File: src/rtl/jtframe_rom_nslots_if.sv
`default_nettype none
// +--------------------------------------------------------------------------+
// | Module      : jtframe_rom_nslots_if                                      |
// | Description : Bus bundle between the read-only client slots, the slot    |
// |               arbiter/cache and the SDRAM controller read port.          |
// | Revision    : 1.0 - initial release                                      |
// +--------------------------------------------------------------------------+
// | Signals                                                                  |
// |   slot_cs    [SLOTS]      per-slot read request / address valid          |
// |   slot_clr                invalidate every slot cache                    |
// |   slot_addr  [SLOTS*AW]   packed slot addresses, slot n at [n*AW +: AW]  |
// |   offset     [SLOTS*22]   packed SDRAM base per slot, slot n at [n*22]   |
// |   slot_ok    [SLOTS]      slot data valid for the current address        |
// |   slot_dout  [SLOTS*DW]   packed slot read data                          |
// |   sdram_addr [22]         SDRAM 16-bit word address                      |
// |   sdram_req               SDRAM read request                             |
// |   sdram_ack               controller accepted the request                |
// |   data_rdy                data_read valid for the accepted request       |
// |   data_read  [32]         SDRAM read data                                |
// | Modports                                                                 |
// |   master : environment side (clients and SDRAM controller)               |
// |   slave  : the slot arbiter itself                                       |
// +--------------------------------------------------------------------------+
interface jtframe_rom_nslots_if #(
  parameter int SLOTS = 4,
  parameter int AW    = 22,
  parameter int DW    = 16
);
  logic [SLOTS-1:0]    slot_cs;
  logic                slot_clr;
  logic [SLOTS*AW-1:0] slot_addr;
  logic [SLOTS*22-1:0] offset;
  logic [SLOTS-1:0]    slot_ok;
  logic [SLOTS*DW-1:0] slot_dout;
  logic [21:0]         sdram_addr;
  logic                sdram_req;
  logic                sdram_ack;
  logic                data_rdy;
  logic [31:0]         data_read;

  modport master (
    output slot_cs, slot_clr, slot_addr, offset,
    input  slot_ok, slot_dout,
    input  sdram_addr, sdram_req,
    output sdram_ack, data_rdy, data_read
  );

  modport slave (
    input  slot_cs, slot_clr, slot_addr, offset,
    output slot_ok, slot_dout,
    output sdram_addr, sdram_req,
    input  sdram_ack, data_rdy, data_read
  );
endinterface
`default_nettype wire

File: src/rtl/jtframe_rom_nslots.sv
`default_nettype none
// +--------------------------------------------------------------------------+
// | Module      : jtframe_rom_nslots                                         |
// | Description : Shares one SDRAM read port among SLOTS read-only clients.  |
// |               Each slot owns a one-entry 32-bit cache; misses are        |
// |               arbitrated round-robin and fetched one at a time.          |
// | Revision    : 1.0 - initial release                                      |
// +--------------------------------------------------------------------------+
// | Ports                                                                    |
// |   clk : single clock, rising edge                                        |
// |   rst : asynchronous active-high reset                                   |
// |   bus : jtframe_rom_nslots_if.slave (slot side + SDRAM read port)        |
// | Parameters                                                               |
// |   SLOTS : number of client slots (1..8)                                  |
// |   AW    : slot address width in DW-sized units (1..23)                   |
// |   DW    : slot data width (8, 16 or 32)                                  |
// +--------------------------------------------------------------------------+
module jtframe_rom_nslots #(
  parameter int SLOTS = 4,
  parameter int AW    = 22,
  parameter int DW    = 16
) (
  input logic                  clk,
  input logic                  rst,
  jtframe_rom_nslots_if.slave  bus
);

  localparam int SW = (SLOTS > 1) ? $clog2(SLOTS) : 1;

  typedef enum logic [1:0] {
    ST_IDLE     = 2'd0,
    ST_WAIT_ACK = 2'd1,
    ST_WAIT_RDY = 2'd2
  } state_t;

  // Cache state
  logic [SLOTS-1:0] r_valid;
  logic [21:0]      r_tag  [SLOTS];
  logic [31:0]      r_data [SLOTS];

  // Transaction state
  state_t         r_state, w_state_nxt;
  logic [SW-1:0]  r_sel,   w_sel_nxt;
  logic [SW-1:0]  r_ptr,   w_ptr_nxt;   // first slot examined by the next search
  logic [21:0]    r_addr,  w_addr_nxt;
  logic           r_req,   w_req_nxt;
  logic           w_fill;

  // Per-slot combinational view
  logic [21:0]      w_word [SLOTS];
  logic [SLOTS-1:0] w_hit;
  logic [SLOTS-1:0] w_pend;

  generate
    for (genvar n = 0; n < SLOTS; n++) begin : g_slot
      logic [22:0] w_ext;
      logic [21:0] w_scaled;

      assign w_ext = 23'(bus.slot_addr[n*AW +: AW]);

      if (DW == 8) begin : g_dw8
        // Two bytes per SDRAM word: the low address bit picks the byte lane
        logic w_unused_hi;
        assign w_unused_hi = ^r_data[n][31:16];
        assign w_scaled = w_ext[22:1];
        assign bus.slot_dout[n*DW +: DW] = w_ext[0] ? r_data[n][15:8] : r_data[n][7:0];
      end else if (DW == 16) begin : g_dw16
        logic w_unused_hi;
        assign w_unused_hi = ^{r_data[n][31:16], w_ext[22]};
        assign w_scaled = w_ext[21:0];
        assign bus.slot_dout[n*DW +: DW] = r_data[n][15:0];
      end else begin : g_dw32
        // Each 32-bit unit spans two SDRAM words
        logic w_unused_hi;
        assign w_unused_hi = ^w_ext[22:21];
        assign w_scaled = {w_ext[20:0], 1'b0};
        assign bus.slot_dout[n*DW +: DW] = r_data[n][31:0];
      end

      // Sum wraps at 22 bits on purpose
      assign w_word[n] = bus.offset[n*22 +: 22] + w_scaled;
      assign w_hit[n]  = r_valid[n] && (r_tag[n] == w_word[n]);
      assign w_pend[n] = bus.slot_cs[n] && !w_hit[n];
      assign bus.slot_ok[n] = bus.slot_cs[n] && w_hit[n];
    end
  endgenerate

  assign bus.sdram_addr = r_addr;
  assign bus.sdram_req  = r_req;

  // Round-robin search: rotate the pending vector so r_ptr lands on bit 0,
  // take the lowest set bit, then rotate the winner back.
  logic [2*SLOTS-1:0] w_rot;
  logic [SW-1:0]      w_off;
  logic [SW:0]        w_sum;
  logic [SW-1:0]      w_grant;
  logic               w_found;

  always_comb begin
    w_found = 1'b0;
    w_off   = '0;
    w_rot   = {w_pend, w_pend} >> r_ptr;
    for (int i = SLOTS - 1; i >= 0; i--) begin
      if (w_rot[i]) begin
        w_found = 1'b1;
        w_off   = SW'(i);
      end
    end
    w_sum = {1'b0, r_ptr} + {1'b0, w_off};
    if (w_sum >= (SW+1)'(SLOTS)) begin
      w_sum = w_sum - (SW+1)'(SLOTS);
    end
    w_grant = w_sum[SW-1:0];
  end

  // Next-state and output logic
  always_comb begin
    w_state_nxt = r_state;
    w_sel_nxt   = r_sel;
    w_ptr_nxt   = r_ptr;
    w_addr_nxt  = r_addr;
    w_req_nxt   = r_req;
    w_fill      = 1'b0;
    case (r_state)
      ST_IDLE: begin
        w_req_nxt = 1'b0;
        if (w_found) begin
          w_state_nxt = ST_WAIT_ACK;
          w_sel_nxt   = w_grant;
          w_ptr_nxt   = (w_grant == SW'(SLOTS - 1)) ? '0 : w_grant + 1'b1;
          w_addr_nxt  = w_word[w_grant];
          w_req_nxt   = 1'b1;
        end
      end
      ST_WAIT_ACK: begin
        // data_rdy alongside ack belongs to nothing yet and is ignored
        if (bus.sdram_ack) begin
          w_req_nxt   = 1'b0;
          w_state_nxt = ST_WAIT_RDY;
        end
      end
      ST_WAIT_RDY: begin
        if (bus.data_rdy) begin
          w_fill      = 1'b1;
          w_state_nxt = ST_IDLE;
        end
      end
      default: begin
        w_state_nxt = ST_IDLE;
        w_req_nxt   = 1'b0;
      end
    endcase
  end

  always_ff @(posedge clk or posedge rst) begin
    if (rst) begin
      r_state <= ST_IDLE;
      r_sel   <= '0;
      r_ptr   <= '0;
      r_addr  <= '0;
      r_req   <= 1'b0;
    end else begin
      r_state <= w_state_nxt;
      r_sel   <= w_sel_nxt;
      r_ptr   <= w_ptr_nxt;
      r_addr  <= w_addr_nxt;
      r_req   <= w_req_nxt;
    end
  end

  // The tag comes from the registered request address, so a slot that moved
  // on mid-transaction still gets the line it asked for and simply misses.
  always_ff @(posedge clk or posedge rst) begin
    if (rst) begin
      r_valid <= '0;
      for (int n = 0; n < SLOTS; n++) begin
        r_tag[n]  <= '0;
        r_data[n] <= '0;
      end
    end else begin
      if (w_fill) begin
        r_tag[r_sel]  <= r_addr;
        r_data[r_sel] <= bus.data_read;
      end
      // A clear wins over a fill landing in the same cycle
      if (bus.slot_clr) begin
        r_valid <= '0;
      end else if (w_fill) begin
        r_valid[r_sel] <= 1'b1;
      end
    end
  end

endmodule
`default_nettype wire

File: src/flat_wrapper.sv
// flat-port wrapper written by rule: the top's interface ports become plain ports
module jtframe_rom_nslots_flat 
#(
  parameter int SLOTS = 4,
  parameter int AW    = 22,
  parameter int DW    = 16
)
  (clk, rst, bus_slot_cs, bus_slot_clr, bus_slot_addr, bus_offset, bus_slot_ok, bus_slot_dout, bus_sdram_addr, bus_sdram_req, bus_sdram_ack, bus_data_rdy, bus_data_read);
  jtframe_rom_nslots_if #(.SLOTS(SLOTS), .AW(AW), .DW(DW)) bus_i ();
  input logic clk;
  input logic rst;
  input wire logic [$bits(bus_i.slot_cs)-1:0] bus_slot_cs;
  input wire logic [$bits(bus_i.slot_clr)-1:0] bus_slot_clr;
  input wire logic [$bits(bus_i.slot_addr)-1:0] bus_slot_addr;
  input wire logic [$bits(bus_i.offset)-1:0] bus_offset;
  output wire logic [$bits(bus_i.slot_ok)-1:0] bus_slot_ok;
  output wire logic [$bits(bus_i.slot_dout)-1:0] bus_slot_dout;
  output wire logic [$bits(bus_i.sdram_addr)-1:0] bus_sdram_addr;
  output wire logic [$bits(bus_i.sdram_req)-1:0] bus_sdram_req;
  input wire logic [$bits(bus_i.sdram_ack)-1:0] bus_sdram_ack;
  input wire logic [$bits(bus_i.data_rdy)-1:0] bus_data_rdy;
  input wire logic [$bits(bus_i.data_read)-1:0] bus_data_read;
  assign bus_i.slot_cs = bus_slot_cs;
  assign bus_i.slot_clr = bus_slot_clr;
  assign bus_i.slot_addr = bus_slot_addr;
  assign bus_i.offset = bus_offset;
  assign bus_slot_ok = bus_i.slot_ok;
  assign bus_slot_dout = bus_i.slot_dout;
  assign bus_sdram_addr = bus_i.sdram_addr;
  assign bus_sdram_req = bus_i.sdram_req;
  assign bus_i.sdram_ack = bus_sdram_ack;
  assign bus_i.data_rdy = bus_data_rdy;
  assign bus_i.data_read = bus_data_read;
  jtframe_rom_nslots #(.SLOTS(SLOTS), .AW(AW), .DW(DW)) u_core (.clk(clk), .rst(rst), .bus(bus_i));
endmodule
File: config.mk
export PLATFORM = sky130hd
export DESIGN_NAME = jtframe_rom_nslots_flat
export DESIGN_NICKNAME = d
export VERILOG_FILES = /design/src/rtl/jtframe_rom_nslots_if.sv /design/src/rtl/jtframe_rom_nslots.sv /design/src/flat_wrapper.sv
export SDC_FILE = /design/constraint.sdc
export NUM_CORES = 1
export LEC_CHECK = 0
export BUFFER_PORTS_ARGS = -buffer_cell sky130_fd_sc_hd__buf_4
export CORE_ASPECT_RATIO = 1.5
export CORE_MARGIN = 2
export CORE_UTILIZATION = 46
export CTS_CLUSTER_DIAMETER = 150
export DETAILED_ROUTE_END_ITERATION = 12
export GPL_ROUTABILITY_DRIVEN = 0
export PLACE_DENSITY = 0.79
export SYNTH_ARGS = -nofsm -noshare
export SYNTH_HDL_FRONTEND = slang
export SYNTH_SLANG_ARGS = --single-unit
File: constraint.sdc
create_clock -name clk -period 7.7 [get_ports clk]
set_input_delay 2.31 -clock clk [delete_from_list [all_inputs] [get_ports clk]]
set_output_delay 2.31 -clock clk [all_outputs]
set_load 0.05 [all_outputs]
==> run summary <==
post-route setup slack: -0.146 ns
htree depth: 4
Post-CTS Hold Buffers: 0
Worst Path Buf+Inv: 2
Worst R2R Path Depth: 17
Synth Cell Area: 14,900 um^2
Sequential Power Share: 29.1%
max_cap viols: 0
HP Class: flip-flop to flip-flop
die width: 151 um
reg2reg end: u_core.bus.sdram_addr[15]
clock slew at reported path FFs: 0.07 ns
WHS Endpoint: u_core.bus.slot_dout[28]
Synth Area in Adders: 7.67%
DP HPWL: 38,300 um
hold_sp: u_core.bus.slot_dout[28]
IO Count: 308
CP Cell Sequence: buf_4 -> ha_4 -> nand4_1 -> or3_1 -> a211o_1 -> a211o_1 -> and4_1 -> or4_4 -> or4_4 -> nor4_4 -> and2_4 -> buf_8
Worst Clk Skew: 0.0156 ns
number of synthesized flops with an enable pin: 0
hold path cells: 1
initial core utilization: 46.8%
grt total ovfl: 0
FFs w/ async S/R, synth: 100%
Final Cycle Share: 102%
Largest stage delay, worst path: 0.53 ns
dominant synthesized flop cell: dfrtp_1
Syn Inst Count: 1,532
largest family of logic cells by synthesized area: compound AO/OA/AOI/OAI gates
Clock Tree Buf Depth: 2
GRT Total Usage: 28.7%
1st-pass router iterations: 5
crit path kind: primary input to primary output
Seq cells post-synth: 185
layout cells sized above 1: 36.6%
crit end category: primary output
PwrDens: 340 nW/um^2
chip height: 224 um
Place WS: -0.297 ns
Syn Nets: 1,838
Tmin final: 7.85 ns
Vias/cell: 5.96
VDD IR max: 265 uV
Die ar.: 33,900 um^2
Reg2Reg Setup Slack: 3.07 ns
Switching Power: 3.09 mW
Pint: 3.50 mW
Clk pwr share: 13.2%
critical path required time: 5.39 ns
YS warnings: 0
row cnt: 80
WHS: 0.509 ns
Root Driver: clkbuf_16
Placeable Area: 31,800 um^2
synth unique cells: 88
Startpoint Class: primary input
largest net degree at the start of global routing: 83
vias in the first global route: 14,700
clock sinks: 185
Via Count: 14,000
unrepaired setup endpoints after global routing: true
Hold Fails Final Rpt: 0
Final setup viols: 1
Crit-path slowest cell: or4_4
antenna fix cells: 0
post-synthesis simple-gate area fraction: 13.5%
Comb pwr share: 57.7%
CTS Buf Count: 17
DP Area: 18,500 um^2
WP depth: 12
Compound-Gate Fraction of Synth Area: 17.4%
slew at the pin closest to its max-slew limit: 1.08 ns
Sw Share: 46.9%
post-synthesis sequential area ratio: 31.1%
Synth Area in XOR/XNOR: 11.9%
Final nets: 2,225
critical path peak fanout: 2
PortBufs: 291
static leakage: 9.09 nW
total power: 6.58 mW
CTS tree: yes
clk_lat worst skew: 0.44 ns
Final Max Tran Viols: 0
failing checks: negative setup slack
Syn-to-layout area delta: 30.0%
Worst slew margin: 28.1%
RR Startpoint: u_core.r_tag[66]
crit path DAT: 5.54 ns
Syn Area/Cell: 9.73 um^2
Design Area, Final: 19,400 um^2
first-pass GRT wire length: 75,400 um
FMAX: 127 MHz
initial antenna violation count: 1
DRT iter0 DRCs: 920
Worst path top cell family by delay: simple AND/OR/NAND/NOR gates
ANT nets after route: 0
drt wl/cell: 20.8 um
WL final: 48,800 um
mux contribution to synthesized area: 15.2%
Fin Setup TNS: -0.146 ns
drt drc: 0
outcome: finished, violations left
-- through the flow --
stage                     util [%]  cells
after floorplan                  -   1532
after CTS                     60.2   2341
after global placement        58.2   2309
after global routing          60.9   2342
final                         60.9   2342
after detailed placement      58.2   2309
-- worst max path at each step --
stage                 startpoint             end  slack, ns
2_1_floorplan     bus_offset[26]  bus_slot_ok[1]      -0.11
3_3_place_gp      bus_offset[20]  bus_slot_ok[0]      -0.22
3_5_place_dp       bus_offset[0]  bus_slot_ok[0]      -0.30
4_1_cts            bus_offset[0]  bus_slot_ok[0]      -0.20
5_1_grt            bus_offset[0]  bus_slot_ok[0]      -0.24
6_report       bus_slot_addr[17]  bus_slot_ok[0]      -0.15
-- Yosys cell counts (34+ instances only) --
| cell | n | area, um^2 |
|---|---|---|
| a21oi_1 | 85 | 425 |
| o21ai_0 | 65 | 325 |
| ha_1 | 85 | 1060 |
| xnor2_1 | 80 | 701 |
| inv_1 | 34 | 128 |
| mux2_2 | 155 | 1750 |
| dfrtp_1 | 185 | 4630 |
| nand2_1 | 126 | 473 |
| nor2_1 | 81 | 304 |
| xor2_1 | 58 | 508 |
| clkbuf_1 | 64 | 240 |
| mux2i_1 | 38 | 380 |
-- power by group through the flow --
| stage | Combinational [mW] | Sequential, mW | Clock, mW |
|---|---|---|---|
| after CTS | 3.75 | 1.89 | 0.879 |
| after floorplan | 1.88 | 2.41 | 0 |
| after detailed placement | 3.71 | 1.91 | 0 |
| after global placement | 3.62 | 1.87 | 0 |
| after global routing | 4.02 | 1.95 | 0.918 |
| final | 3.80 | 1.92 | 0.866 |
-- cell families (layout without fill, tap and decap cells) --
| logic type | after synthesis | in the layout |
|---|---|---|
| buf+inv | 120 | 520 |
| fa+ha+maj | 89 | 89 |
| simple gates | 394 | 394 |
| flops | 185 | 185 |
| mux | 200 | 200 |
| compound gates | 381 | 381 |
| xor+xnor | 163 | 163 |
-- layout by cell type, fill, tap and decap left out, types with 8 or more instances in the layout --
cell type,instances
a211o_1,11
a211oi_1,15
a21o_1,27
a21oi_1,85
a31oi_1,19
and2_1,14
and3_1,11
and4_1,8
buf_4,442
buf_6,9
clkbuf_16,17
dfrtp_1,185
ha_1,80
inv_1,33
mux2_2,155
mux2i_1,38
nand2_1,126
nand2b_1,16
nand3_1,15
nand4_1,25
nor2_1,79
nor2b_1,13
nor3_1,22
o211ai_1,19
o21a_1,21
o21ai_0,62
o21ai_1,10
or2_2,8
or3_1,8
xnor2_1,80
xnor3_1,20
xor2_1,56
-- what timing repair did --
item / CTS / global route
endpoints found under the setup margin: 3 / 4
buffers inserted: 0 / 1
resized for setup: 14 / 42
pin swaps: 2 / 9
-- cell type report --
type | count | area [um^2]
clock buffers | 18 | 429
multi-input cells | 1227 | 10100
repair buffers | 453 | 3450
inverters | 35 | 136
well taps | 410 | 513
clock inverters | 14 | 145
fillers | 2631 | 12500
flip-flops and latches | 185 | 4630
-- metal layers --
metal  global-route usage, %  up-vias  wire (um)
li1                        -     6445          -
met1                    30.4     6682      17300
met2                    51.1      637      24600
met3                    5.70      188       3480
met4                    18.5        2       3440
met5                       0        -         13
-- registers in the layout, summed over array words and instances (netlist names) --
signal	flops
u_core.bus.sdram_addr	22
u_core.bus.sdram_req	1
u_core.bus.slot_dout	64
u_core.r_ptr	2
u_core.r_sel	2
u_core.r_state	2
u_core.r_tag	88
u_core.r_valid	4
Power figures use the tool's default switching activity.
